File: src/rtl/pad_pkg.sv
// Shared definitions for the multi-pad Genesis-style scanner: button indices,
// pin positions, sequencer states and small helpers.
package pad_pkg;

  localparam int BTN_W = 12;
  localparam int PIN_W = 6;

  localparam int BTN_UP    = 0;
  localparam int BTN_DOWN  = 1;
  localparam int BTN_LEFT  = 2;
  localparam int BTN_RIGHT = 3;
  localparam int BTN_A     = 4;
  localparam int BTN_B     = 5;
  localparam int BTN_C     = 6;
  localparam int BTN_START = 7;
  localparam int BTN_X     = 8;
  localparam int BTN_Y     = 9;
  localparam int BTN_Z     = 10;
  localparam int BTN_MODE  = 11;

  localparam int PIN_UP_Z    = 0;
  localparam int PIN_DOWN_Y  = 1;
  localparam int PIN_LEFT_X  = 2;
  localparam int PIN_RIGHT   = 3;
  localparam int PIN_A_B     = 4;
  localparam int PIN_START_C = 5;

  typedef enum logic [3:0] {
    IDLE = 4'd0,
    PH0  = 4'd8,
    PH1  = 4'd9,
    PH2  = 4'd10,
    PH3  = 4'd11,
    PH4  = 4'd12,
    PH5  = 4'd13,
    PH6  = 4'd14,
    PH7  = 4'd15
  } seq_state_e;

  // Select is high while idle and during even phases.
  function automatic logic select_level(input seq_state_e st);
    logic lvl;
    case (st)
      IDLE, PH0, PH2, PH4, PH6: lvl = 1'b1;
      PH1, PH3, PH5, PH7:       lvl = 1'b0;
      default:                  lvl = 1'b1;
    endcase
    return lvl;
  endfunction

  function automatic seq_state_e next_phase(input seq_state_e st);
    seq_state_e nxt;
    case (st)
      PH0:     nxt = PH1;
      PH1:     nxt = PH2;
      PH2:     nxt = PH3;
      PH3:     nxt = PH4;
      PH4:     nxt = PH5;
      PH5:     nxt = PH6;
      PH6:     nxt = PH7;
      PH7:     nxt = IDLE;
      default: nxt = IDLE;
    endcase
    return nxt;
  endfunction

  // Two-scan agreement: a bit follows raw only when raw matches the previous scan.
  function automatic logic [BTN_W-1:0] debounce(input logic [BTN_W-1:0] raw,
                                                input logic [BTN_W-1:0] hist,
                                                input logic [BTN_W-1:0] cur);
    logic [BTN_W-1:0] agree;
    agree = ~(raw ^ hist);
    return (raw & agree) | (cur & ~agree);
  endfunction

endpackage

File: src/rtl/pad_decode.sv
// Per-pad front end: pin synchroniser, phase samplers, presence/6-button
// detection, debounce history and press-edge detection.
module pad_decode
  import pad_pkg::*;
(
  input  logic             i_clk,
  input  logic             i_rst_n,
  input  logic [PIN_W-1:0] i_pins,
  input  seq_state_e       i_state,
  input  logic             i_sample,
  input  logic             i_commit,
  output logic [BTN_W-1:0] o_buttons,
  output logic [BTN_W-1:0] o_pulse,
  output logic             o_connected,
  output logic             o_six_btn
);

  logic [PIN_W-1:0] r_sync1;
  logic [PIN_W-1:0] r_sync2;
  logic [BTN_W-1:0] r_smp;
  logic             r_conn_smp;
  logic             r_six_smp;
  logic [BTN_W-1:0] r_hist;
  logic [BTN_W-1:0] r_btn;
  logic [BTN_W-1:0] r_pulse;
  logic             r_conn;
  logic             r_six;
  logic [PIN_W-1:0] w_act;
  logic [BTN_W-1:0] w_raw;
  logic [BTN_W-1:0] w_btn_nxt;

  // Two-flop synchroniser; idle pins read high (no pad).
  always_ff @(posedge i_clk or negedge i_rst_n) begin
    if (!i_rst_n) begin
      r_sync1 <= 6'h3F;
      r_sync2 <= 6'h3F;
    end else begin
      r_sync1 <= i_pins;
      r_sync2 <= r_sync1;
    end
  end

  assign w_act = ~r_sync2;

  // Capture each phase's pins on the strobe marking its last cycle.
  always_ff @(posedge i_clk or negedge i_rst_n) begin
    if (!i_rst_n) begin
      r_smp      <= 12'h000;
      r_conn_smp <= 1'b0;
      r_six_smp  <= 1'b0;
    end else if (i_sample) begin
      case (i_state)
        PH0: begin
          r_smp[BTN_UP]    <= w_act[PIN_UP_Z];
          r_smp[BTN_DOWN]  <= w_act[PIN_DOWN_Y];
          r_smp[BTN_LEFT]  <= w_act[PIN_LEFT_X];
          r_smp[BTN_RIGHT] <= w_act[PIN_RIGHT];
          r_smp[BTN_B]     <= w_act[PIN_A_B];
          r_smp[BTN_C]     <= w_act[PIN_START_C];
        end
        PH1: begin
          r_smp[BTN_A]     <= w_act[PIN_A_B];
          r_smp[BTN_START] <= w_act[PIN_START_C];
          r_conn_smp       <= (r_sync2[PIN_LEFT_X] == 1'b0) && (r_sync2[PIN_RIGHT] == 1'b0);
        end
        PH5: begin
          r_six_smp <= (r_sync2[PIN_RIGHT:PIN_UP_Z] == 4'b0000);
        end
        PH6: begin
          r_smp[BTN_Z]    <= w_act[PIN_UP_Z];
          r_smp[BTN_Y]    <= w_act[PIN_DOWN_Y];
          r_smp[BTN_X]    <= w_act[PIN_LEFT_X];
          r_smp[BTN_MODE] <= w_act[PIN_RIGHT];
        end
        default: begin
          r_smp <= r_smp;
        end
      endcase
    end
  end

  // Extended buttons only count on a 6-button pad; nothing counts without a pad.
  always_comb begin
    w_raw     = 12'h000;
    w_btn_nxt = r_btn;
    if (r_conn_smp) begin
      if (r_six_smp) begin
        w_raw = r_smp;
      end else begin
        w_raw = {4'b0000, r_smp[BTN_START:BTN_UP]};
      end
    end else begin
      w_raw = 12'h000;
    end
    w_btn_nxt = debounce(w_raw, r_hist, r_btn);
  end

  // Commit the scan; press pulses last only the commit cycle.
  always_ff @(posedge i_clk or negedge i_rst_n) begin
    if (!i_rst_n) begin
      r_hist  <= 12'h000;
      r_btn   <= 12'h000;
      r_pulse <= 12'h000;
      r_conn  <= 1'b0;
      r_six   <= 1'b0;
    end else if (i_commit) begin
      r_hist  <= w_raw;
      r_btn   <= w_btn_nxt;
      r_pulse <= w_btn_nxt & ~r_btn;
      r_conn  <= r_conn_smp;
      r_six   <= r_six_smp;
    end else begin
      r_pulse <= 12'h000;
    end
  end

  assign o_buttons   = r_btn;
  assign o_pulse     = r_pulse;
  assign o_connected = r_conn;
  assign o_six_btn   = r_six;

endmodule

File: src/rtl/pad_scanner.sv
// Shared-select multi-pad scanner: scan-rate divider, 8-phase select sequencer
// and one pad_decode per pad.
module pad_scanner
  import pad_pkg::*;
#(
  parameter int NUM_PADS     = 1,
  parameter int PHASE_CYCLES = 1000,
  parameter int SCAN_DIV     = 833333
) (
  input  logic                      clock_50,
  input  logic                      reset_key,
  input  logic                      scan_enable,
  input  logic [6*NUM_PADS-1:0]     pad_in,
  output logic                      select_out,
  output logic [12*NUM_PADS-1:0]    buttons,
  output logic [12*NUM_PADS-1:0]    pressed_pulse,
  output logic [NUM_PADS-1:0]       connected,
  output logic [NUM_PADS-1:0]       six_btn,
  output logic                      scan_done
);

  localparam int DIV_W = $clog2(SCAN_DIV);
  localparam int PH_W  = $clog2(PHASE_CYCLES);

  logic [DIV_W-1:0] r_div;
  logic [PH_W-1:0]  r_ph_cnt;
  seq_state_e       r_state;
  seq_state_e       w_state_nxt;
  logic             r_sel;
  logic             r_done;
  logic             w_wrap;
  logic             w_start;
  logic             w_last;
  logic             w_commit;

  assign w_wrap   = (r_div == DIV_W'(SCAN_DIV - 1));
  assign w_start  = w_wrap && scan_enable;
  assign w_last   = (r_state != IDLE) && (r_ph_cnt == PH_W'(PHASE_CYCLES - 1));
  assign w_commit = (r_state == PH7) && w_last;

  // Scan-rate divider, parked at zero while scanning is disabled.
  always_ff @(posedge clock_50 or negedge reset_key) begin
    if (!reset_key) begin
      r_div <= {DIV_W{1'b0}};
    end else if (!scan_enable || w_wrap) begin
      r_div <= {DIV_W{1'b0}};
    end else begin
      r_div <= r_div + DIV_W'(1);
    end
  end

  // Cycle-within-phase counter; zero on entry to every phase.
  always_ff @(posedge clock_50 or negedge reset_key) begin
    if (!reset_key) begin
      r_ph_cnt <= {PH_W{1'b0}};
    end else if ((r_state == IDLE) || w_last) begin
      r_ph_cnt <= {PH_W{1'b0}};
    end else begin
      r_ph_cnt <= r_ph_cnt + PH_W'(1);
    end
  end

  // Sequencer next state.
  always_comb begin
    w_state_nxt = r_state;
    if (r_state == IDLE) begin
      if (w_start) begin
        w_state_nxt = PH0;
      end else begin
        w_state_nxt = IDLE;
      end
    end else if (w_last) begin
      w_state_nxt = next_phase(r_state);
    end else begin
      w_state_nxt = r_state;
    end
  end

  // Select is registered from the next state so it moves with the phase.
  always_ff @(posedge clock_50 or negedge reset_key) begin
    if (!reset_key) begin
      r_state <= IDLE;
      r_sel   <= 1'b1;
      r_done  <= 1'b0;
    end else begin
      r_state <= w_state_nxt;
      r_sel   <= select_level(w_state_nxt);
      r_done  <= w_commit;
    end
  end

  assign select_out = r_sel;
  assign scan_done  = r_done;

  for (genvar k = 0; k < NUM_PADS; k++) begin : g_pad
    pad_decode u_decode (
      .i_clk       (clock_50),
      .i_rst_n     (reset_key),
      .i_pins      (pad_in[6*k +: 6]),
      .i_state     (r_state),
      .i_sample    (w_last),
      .i_commit    (w_commit),
      .o_buttons   (buttons[12*k +: 12]),
      .o_pulse     (pressed_pulse[12*k +: 12]),
      .o_connected (connected[k]),
      .o_six_btn   (six_btn[k])
    );
  end

endmodule

File: config.mk
export PLATFORM = sky130hd
export DESIGN_NAME = pad_scanner
export DESIGN_NICKNAME = d
export VERILOG_FILES = /design/src/rtl/pad_pkg.sv /design/src/rtl/pad_decode.sv /design/src/rtl/pad_scanner.sv
export SDC_FILE = /design/constraint.sdc
export NUM_CORES = 1
export LEC_CHECK = 0
export BUFFER_PORTS_ARGS = -buffer_cell sky130_fd_sc_hd__buf_2
export CAP_MARGIN = 40
export CORE_ASPECT_RATIO = 0.6
export CORE_MARGIN = 2
export CORE_UTILIZATION = 25
export DETAILED_ROUTE_END_ITERATION = 6
export PLACE_DENSITY_LB_ADDON = 0.3
export SETUP_SLACK_MARGIN = 0.05
export SYNTH_ARGS = -nofsm -noshare
export SYNTH_HDL_FRONTEND = slang
export SYNTH_HIERARCHICAL = 1
export SYNTH_SLANG_ARGS = --single-unit
File: constraint.sdc
create_clock -name clock_50 -period 2.6 [get_ports clock_50]
set_input_delay 0.13 -clock clock_50 [delete_from_list [all_inputs] [get_ports clock_50]]
set_output_delay 0.13 -clock clock_50 [all_outputs]
set_load 0.005 [all_outputs]
# == After elaboration in Yosys (flattened, before gate mapping) ==
# Memories as Yosys holds them, arrays and structs flattened. A register that Yosys moved wholly into a read port is not among the register bits.
# Cells that the tools add are included.
# classes
addsub,2
multipliers,0
div_mod_pow,0
magnitude_cmp,0
eq_ne,7
shifts,0
mux,8
bitwise_logic,11
n_reduce_logical,15
# ops
operator,count
12-bit AND,3
12-bit 2-to-1 mux,3
12-bit NOT,3
20-bit by 1-bit adder with 20-bit output (second input constant),1
20-bit == test (second input constant),1
4-bit == test (second input constant),5
20-bit 2-to-1 mux,1
4-bit 2-to-1 mux,3
12-bit OR,1
12-bit bitwise XOR,1
10-bit by 1-bit adder with 10-bit output (second input constant),1
10-bit == test (second input constant),1
10-bit 2-to-1 mux,1
4-bit logical NOT,2
2-bit AND reduction,4
6-bit NOT,1
1-bit logical AND,4
4-bit nonzero test,1
1-bit logical NOT,2
1-bit logical OR,2
1-bit NOT,2
# word_totals
reg_bits,99
latchBits,0
ram_bits,0
mem_bits_ro,80
input_bits,9
out_inout_bits,28
word_cells,61
memories,2
# mem_list
name,words,width,rd,rd_ports_with_merged_regs,write_ports,line_no,rtl
(no name shown),16,4,1,0,0,pad_pkg.sv:53,case (st)
(no name shown),16,1,1,1,0,pad_pkg.sv:43,case (st)

# == Longest topological paths before layout ==
# Gate-level depths: netlist of run 1.
# logic_depth
ltp_word,9
mapped_depth,10
depth_no_buf,7

# == Hierarchy ==
# Netlist of run 1, hierarchy kept.
# modules_own_cells
mod,n_inst,cells_per_inst,area_each_um2,seq_area_each_um2
pad_decode,1,206,2379.8,1616.6
pad_scanner,1,187,1906.8,902.1

# == Least setup slack after synthesis of run 1 ==
# OpenSTA, ideal clock, no wires.
# synth_timing
kind,flip-flop to flip-flop
start,register r_ph_cnt[0]
end,register g_pad[0].u_decode.r_smp[0]
setup_time_ns,0.123
arrival_time_ns,2.097
t_required_ns,2.477
slack_ns,0.381
path_stages_with_launch,10
cell_sequence,dfrtp_1 ha_1 nand4bb_4 or3_1 buf_2 nor2_1 nand2_1 or4_1 buf_6 mux2i_1
# synth_between
elab_chain_cells,3
# synth_rtl
element,line_no,rtl
from (decl),pad_scanner.sv:26,logic [PH_W-1:0] r_ph_cnt;
from (signal assigned),pad_scanner.sv:55,r_ph_cnt <= {PH_W{1'b0}};
from (signal assigned),pad_scanner.sv:57,r_ph_cnt <= {PH_W{1'b0}};
from (signal assigned),pad_scanner.sv:59,r_ph_cnt <= r_ph_cnt + PH_W'(1);
10-bit == test,pad_scanner.sv:38,assign w_last = (r_state != IDLE) && (r_ph_cnt == PH_W'(PHASE_CYCLES - 1));
1-bit logical AND,pad_scanner.sv:38,
net w_last,pad_scanner.sv:33,logic w_last;
2-bit AND reduction (no source line),--,
"to (signal, indexed assignment)",pad_decode.sv:72,r_smp[BTN_X] <= w_act[PIN_LEFT_X];
"to (signal, indexed assignment)",pad_decode.sv:73,r_smp[BTN_MODE] <= w_act[PIN_RIGHT];
to (signal assigned),pad_decode.sv:76,r_smp <= r_smp;
to (decl),pad_decode.sv:20,logic [BTN_W-1:0] r_smp;
# The timed path passes the listed nets, and every way through them passes these cells.
# A chain may end at the register's enable or synchronous reset.

# == Final worst setup path of run 1 ==
# layout_timing
start,register r_ph_cnt[0]
end,register g_pad[0].u_decode.r_smp[6]
# The elaborated chain is that of the path after synthesis.

==> impl_metrics.json, run 1 <==
{
  "worstSkewPairLatency_ns": 0.35,
  "rr_startpoint": "r_ph_cnt[0]",
  "hold_ws_ns": 0.0893,
  "fmax_ghz": 0.427,
  "remaining_drc_errors": 0,
  "cp.arrival_ns": 2.56,
  "grt_max_degree": 57,
  "drtIter0Drc": 189,
  "die_y_um": 105,
  "dpl_cell_area_um2": 4760,
  "path_max_fanout": 6,
  "timing.final.hold_violations": 0,
  "die-area_um2": 18200,
  "power.density_nw_per_um2": 567,
  "synth_cell_types": 47,
  "path_cells": "ha_1, nand4bb_4, or3_1, nor2_1, nand2_1, or4_1, mux2i_1",
  "drv_cap": 0,
  "met2WireLength_um": 3630,
  "ys_seq_elements": 100,
  "drt-total-wl_um": 9030,
  "min_to": "r_div[18]",
  "max_stage_delay_ns": 0.61,
  "io_buffers": 36,
  "fin_worst_skew_ns": 0.00685,
  "slew_headroom": 0.502,
  "drtPass1Iterations": 4,
  "end_kind": "flip-flop",
  "cts_hold_buf": 7,
  "yosysSeqAreaShare": 0.588,
  "finalSetupTns_ns": 0,
  "num_rows": 37,
  "dp.cells": 657,
  "drive_gt1_frac": 0.193,
  "finalSetupViolCount": 0,
  "ant_nets": 0,
  "r2r_setup_slack_ns": 0.26,
  "post-dp-hpwl_um": 6300,
  "layout_common_cells": "dfrtp_1 (87), nand2_1 (42), o21ai_0 (37)",
  "wl_per_cell_um": 13.3,
  "netlist_instances": 393,
  "synth_area_um2": 4290,
  "synth_edf_count": 0,
  "fin_nets": 456,
  "met1_length_um": 4820,
  "rsz0062_at_grt": "no",
  "p_leak_nw": 2.22,
  "r2r_end": "g_pad[0].u_decode/r_smp[6]",
  "wl_met3_um": 430,
  "syn_nets": 408,
  "die_w_um": 173,
  "final_common_cell": "dfrtp_1",
  "routed.top_layer": "met4",
  "cts_tree": "done",
  "cts_max_level": 3,
  "vdd_drop_max_mv": 0.307,
  "via_count": 2989,
  "period_share": 0.900,
  "worstRegToRegCells": 7,
  "core_um2": 16900,
  "hp-class": "in2reg",
  "yosys_warnings": 6,
  "clkTransAtPathRegs_ns": 0.06,
  "diodes": 0,
  "stdcell_count": 679,
  "status": "finished clean",
  "slowest_stage": "or4_1",
  "viasPerCell": 4.40,
  "crit_type": "reg2reg",
  "stdcell_area_um2": 5100,
  "root_buffer": "clkbuf_16",
  "clock-sinks": 100,
  "ys_async_sr_fraction": 1.00,
  "grt_pass1_wl_um": 15300,
  "grt_overflow": 0,
  "cts_resized": 0,
  "critPathRequiredTime_ns": 2.82,
  "avgSynthCellArea_um2": 10.9,
  "io_pins": 37,
  "worstMarginPinSlew_ns": 0.748,
  "antenna_found_initial": 0,
  "grt_pass1_vias": 2949,
  "min_path_cells": 3,
  "drv_slew": 0,
  "hp-start": "scan_enable",
  "cts_buffers": 9,
  "start_util": 0.253,
  "synth_flop_cell": "dfrtp_1",
  "cts_setup_buffers": 0,
  "area_growth_pct": 18.9,
  "crit_path_start_kind": "flip-flop",
  "cts_buffer_depth": 2,
  "place.gp.congestion": 0.776,
  "min_period_ns": 2.34,
  "track_usage": 0.107
}
## cell type report
cell class                 count  area [um2]
clock inverter                 4        26.3
timing repair buffer          49         310
fill                        1780       11800
sequential                   100        2520
tap                          234         293
inverter                      25        93.8
clock buffer                  11         243
multi-input combinational    256        1610
## metal layers
layer  track usage  up-vias
li1              -     1449
met1         0.153     1477
met2         0.145       54
met3        0.0415        9
met4        0.0351        0
met5             0        -
## where the power goes
part | leakage (nW) | switching, mW | internal, mW
clock network | 0.133 | 0.566 | 0.668
logic | 0.760 | 0.0445 | 0.0217
registers | 1.33 | 0.0129 | 1.58
total | 2.22 | 0.623 | 2.27
## per-stage QoR
step | setup slack, ns | utilization | total power [mW]
3_5_place_dp | 0.239 | 0.281 | 1.68
3_3_place_gp | 0.312 | 0.281 | 1.68
6_report | 0.261 | 0.301 | 2.89
2_1_floorplan | 0.381 | - | 1.63
5_1_grt | 0.0773 | 0.301 | 3.02
4_1_cts | 0.233 | 0.301 | 2.95
## worst max path at each step
stage           startpoint                        endpoint  slack [ns]  depth (start not counted)
3_5_place_dp   r_ph_cnt[0]      g_pad[0].u_decode/r_smp[6]        0.24                          7
6_report       r_ph_cnt[0]      g_pad[0].u_decode/r_smp[6]        0.26                          7
2_1_floorplan  r_ph_cnt[0]      g_pad[0].u_decode/r_smp[0]        0.38                          9
4_1_cts        r_ph_cnt[0]      g_pad[0].u_decode/r_smp[6]        0.23                          7
5_1_grt        r_ph_cnt[0]  g_pad[0].u_decode/o_buttons[6]        0.08                          9
3_3_place_gp   r_ph_cnt[0]      g_pad[0].u_decode/r_smp[2]        0.31                          7
## worst max-delay path: cells and delay by family (launching register included)
kind	cells	cell delay [ns]
mux	1	0.18
fa+ha+maj	1	0.26
simple gates	5	1.39
flops	1	0.39
## sequential cells by signal, indices dropped and copies added, names as in the netlist
name and flops:
g_pad.u_decode/o_buttons 12, g_pad.u_decode/o_six_btn 1, select_out 1, r_div 20, r_ph_cnt 10, g_pad.u_decode/r_six_smp 1, r_state 4, g_pad.u_decode/r_hist 12
scan_done 1, g_pad.u_decode/r_sync2 6, g_pad.u_decode/o_pulse 12, g_pad.u_decode/r_conn_smp 1, g_pad.u_decode/r_smp 12, g_pad.u_decode/o_connected 1, g_pad.u_decode/r_sync1 6
## logic make-up (layout without fill, tap and decap cells)
| family | Yosys count | in the layout | share of synthesized area |
|---|---|---|---|
| XOR/XNOR | 23 | 23 | 0.0470 |
| AO/OA/AOI/OAI | 65 | 65 | 0.0899 |
| AND/OR/NAND/NOR | 147 | 147 | 0.185 |
| multiplexers | 15 | 15 | 0.0359 |
| adder cells (fa/ha/maj) | 6 | 6 | 0.0175 |
| flip-flops | 100 | 100 | 0.588 |
| buffers and inverters | 37 | 89 | 0.0371 |
## Yosys cell counts, types with 2 or more instances
library cell | instances | share of area
nand4_2 | 2 | 0.0058
dfrtp_1 | 87 | 0.51
nor2_1 | 34 | 0.030
o21ai_0 | 37 | 0.043
nand4_1 | 8 | 0.012
and3_1 | 6 | 0.0088
xor2_1 | 8 | 0.016
nand3_1 | 16 | 0.019
nor4_1 | 5 | 0.0073
ha_1 | 6 | 0.018
nand2_1 | 42 | 0.037
a21oi_1 | 14 | 0.016
and4_1 | 2 | 0.0041
buf_6 | 2 | 0.0053
clkbuf_1 | 5 | 0.0044
o2bb2ai_1 | 2 | 0.0041
buf_2 | 4 | 0.0047
or3_1 | 2 | 0.0029
and4bb_2 | 2 | 0.0058
mux2_2 | 3 | 0.0079
mux2i_1 | 12 | 0.028
inv_1 | 25 | 0.022
o31ai_1 | 2 | 0.0035
nor3_1 | 18 | 0.021
dfstp_2 | 13 | 0.080
xnor2_1 | 15 | 0.031
No activity file was read; power rests on OpenSTA's default activity.
==> run 2: changes to the inputs <==
--- a/config.mk
+++ b/config.mk
@@ -9,7 +9,7 @@
 export CAP_MARGIN = 40
 export CORE_ASPECT_RATIO = 0.6
 export CORE_MARGIN = 2
-export CORE_UTILIZATION = 25
+export CORE_UTILIZATION = 59
 export DETAILED_ROUTE_END_ITERATION = 6
 export PLACE_DENSITY_LB_ADDON = 0.3
 export SETUP_SLACK_MARGIN = 0.05
==> impl_metrics.json, run 2 (synthesized netlist as in run 1, its figures left out) <==
{
  "rsz0062_at_grt": "no",
  "p_leak_nw": 2.24,
  "rr_startpoint": "r_ph_cnt[0]",
  "utilization": 0.695,
  "wl_per_cell_um": 15.0,
  "grt_pass1_vias": 2872,
  "critPathBufInv": 3,
  "largest_register_ffs": 20,
  "dpl_cell_area_um2": 4570,
  "power.density_nw_per_um2": 579,
  "drtIter0Drc": 275,
  "crit_path_start_kind": "flip-flop",
  "core_um2": 7150,
  "worstRegToRegCells": 9,
  "die_y_um": 70.0,
  "final_common_cell": "dfrtp_1",
  "start_util": 0.600,
  "hp-class": "in2reg",
  "fmax_ghz": 0.418,
  "viasPerCell": 5.62,
  "fin_ws_ns": 0.209,
  "fin_nets": 457,
  "drive_gt1_frac": 0.204,
  "die-area_um2": 7990,
  "crit_start": "r_ph_cnt[0]",
  "vdd_drop_max_mv": 0.461,
  "drt-total-wl_um": 8090,
  "finalSetupViolCount": 0,
  "max_stage_delay_ns": 0.38,
  "grt_overflow": 0,
  "cts_max_level": 3,
  "via_count": 3026,
  "fin_worst_skew_ns": 0.00887,
  "r2r_setup_slack_ns": 0.21,
  "drv_cap": 0,
  "endpoint": "g_pad[0].u_decode/o_buttons[8]",
  "critPathRequiredTime_ns": 2.80,
  "status": "finished clean",
  "cp_num_cells": 9,
  "worstMarginPinSlew_ns": 0.719,
  "post-dp-hpwl_um": 5470,
  "crit_family": "simple AND/OR/NAND/NOR gates",
  "clock-sinks": 100,
  "layout_common_cells": "dfrtp_1 (87), nand2_1 (42), o21ai_0 (37)",
  "num_rows": 24,
  "drv_slew": 0,
  "min_period_ns": 2.39,
  "track_usage": 0.219,
  "r2r_end": "g_pad[0].u_decode/o_buttons[8]",
  "path_max_fanout": 17,
  "dp.cells": 511,
  "cts_buffer_depth": 2,
  "stdcell_count": 538,
  "crit_type": "reg2reg",
  "grt_pass1_wl_um": 13700,
  "top_register": "r_div",
  "timing.final.hold_violations": 0,
  "period_share": 0.920,
  "path_cells": "ha_2, nand4bb_4, or3_1, buf_4, nor3_4, clkinvlp_4, buf_4, o21ai_0, o21ai_0",
  "place.gp.congestion": 0.832,
  "ant_nets": 0,
  "dp_slack_ns": -0.0185,
  "io_buffers": 36,
  "area_growth_pct": 15.8,
  "stdcell_area_um2": 4960,
  "drtPass1Iterations": 4,
  "cp.arrival_ns": 2.59,
  "remaining_drc_errors": 0,
  "slowest_stage": "dfrtp_1",
  "cts_tree": "done",
  "slew_headroom": 0.520,
  "root_buffer": "clkbuf_16",
  "grt_max_degree": 57,
  "worstSkewPairLatency_ns": 0.34,
  "io_pins": 37,
  "power_mw": 2.88,
  "clkTransAtPathRegs_ns": 0.06,
  "die_w_um": 114,
  "diodes": 0,
  "antenna_found_initial": 0,
  "end_kind": "flip-flop",
  "cts_buffers": 9
}
==> run 2: cell count changes in the layout (fill, tap and decap cells not counted), sizes merged <==
cell / previous run / this run
inv: 25 / 24
clkinv: 4 / 2
clkinvlp: 0 / 4
clkbuf: 11 / 12
==> run 2: worst register-to-register path: cells and delay by family, from the launching register on <==
| family | cells | cell delay (ns) |
|---|---|---|
| buffers and inverters | 3 | 0.50 |
| AND/OR/NAND/NOR | 3 | 0.82 |
| AO/OA/AOI/OAI | 2 | 0.33 |
| adder cells (fa/ha/maj) | 1 | 0.24 |
| flip-flops | 1 | 0.38 |
==> run 2: worst min path at each step <==
stage / cells after the start / startpoint / endpoint / slack (ns)
2_1_floorplan: 0 / reset_key / g_pad[0].u_decode/o_buttons[0] / -0.17
3_3_place_gp: 1 / reset_key / r_ph_cnt[8] / 0.22
3_5_place_dp: 1 / reset_key / r_ph_cnt[9] / 0.23
4_1_cts: 3 / scan_enable / r_div[18] / 0.13
5_1_grt: 3 / scan_enable / r_div[18] / 0.15
6_report: 3 / scan_enable / r_div[18] / 0.15
==> run 2: timing repair <==
action,CTS,global route
resized for setup,0,4
endpoints found under the setup margin,7,24
setup buffers,0,3
cloned,0,1
pin swaps,0,1
endpoints found under the hold margin,53,0
hold buffers,7,0
==> run 2: metrics by stage <==
| step | setup TNS [ns] | hold WS (ns) |
|---|---|---|
| after floorplan | 0 | -0.166 |
| after detailed placement | -0.0185 | 0.232 |
| final | 0 | 0.150 |
| after CTS | -0.0254 | 0.135 |
| after global placement | 0 | 0.224 |
| after global routing | 0 | 0.154 |
==> run 2: power breakdown <==
group	leakage (nW)	internal, mW	total, mW	switching (mW)
Sequential	1.33	1.58	1.59	0.0116
Combinational	0.777	0.0219	0.0660	0.0440
Clock	0.135	0.697	1.22	0.525
==> run 2: layout make-up <==
| class | instances | area (um2) |
|---|---|---|
| repair inverters | 1 | 7.51 |
| flip-flops and latches | 100 | 2520 |
| multi-input cells | 256 | 1620 |
| inverters | 25 | 97.6 |
| fillers | 538 | 2180 |
| repair buffers | 49 | 323 |
| well taps | 91 | 114 |
| clock buffers | 12 | 256 |
| clock inverters | 4 | 25.0 |
==> run 2: routing by layer <==
layer  vias to the layer above  track usage  routed length [um]
met5                         -            0                   0
met4                         0       0.0528                  16
met3                         2       0.0582                 395
met2                        62        0.322                3690
met1                      1510        0.330                3980
li1                       1452            -                   -
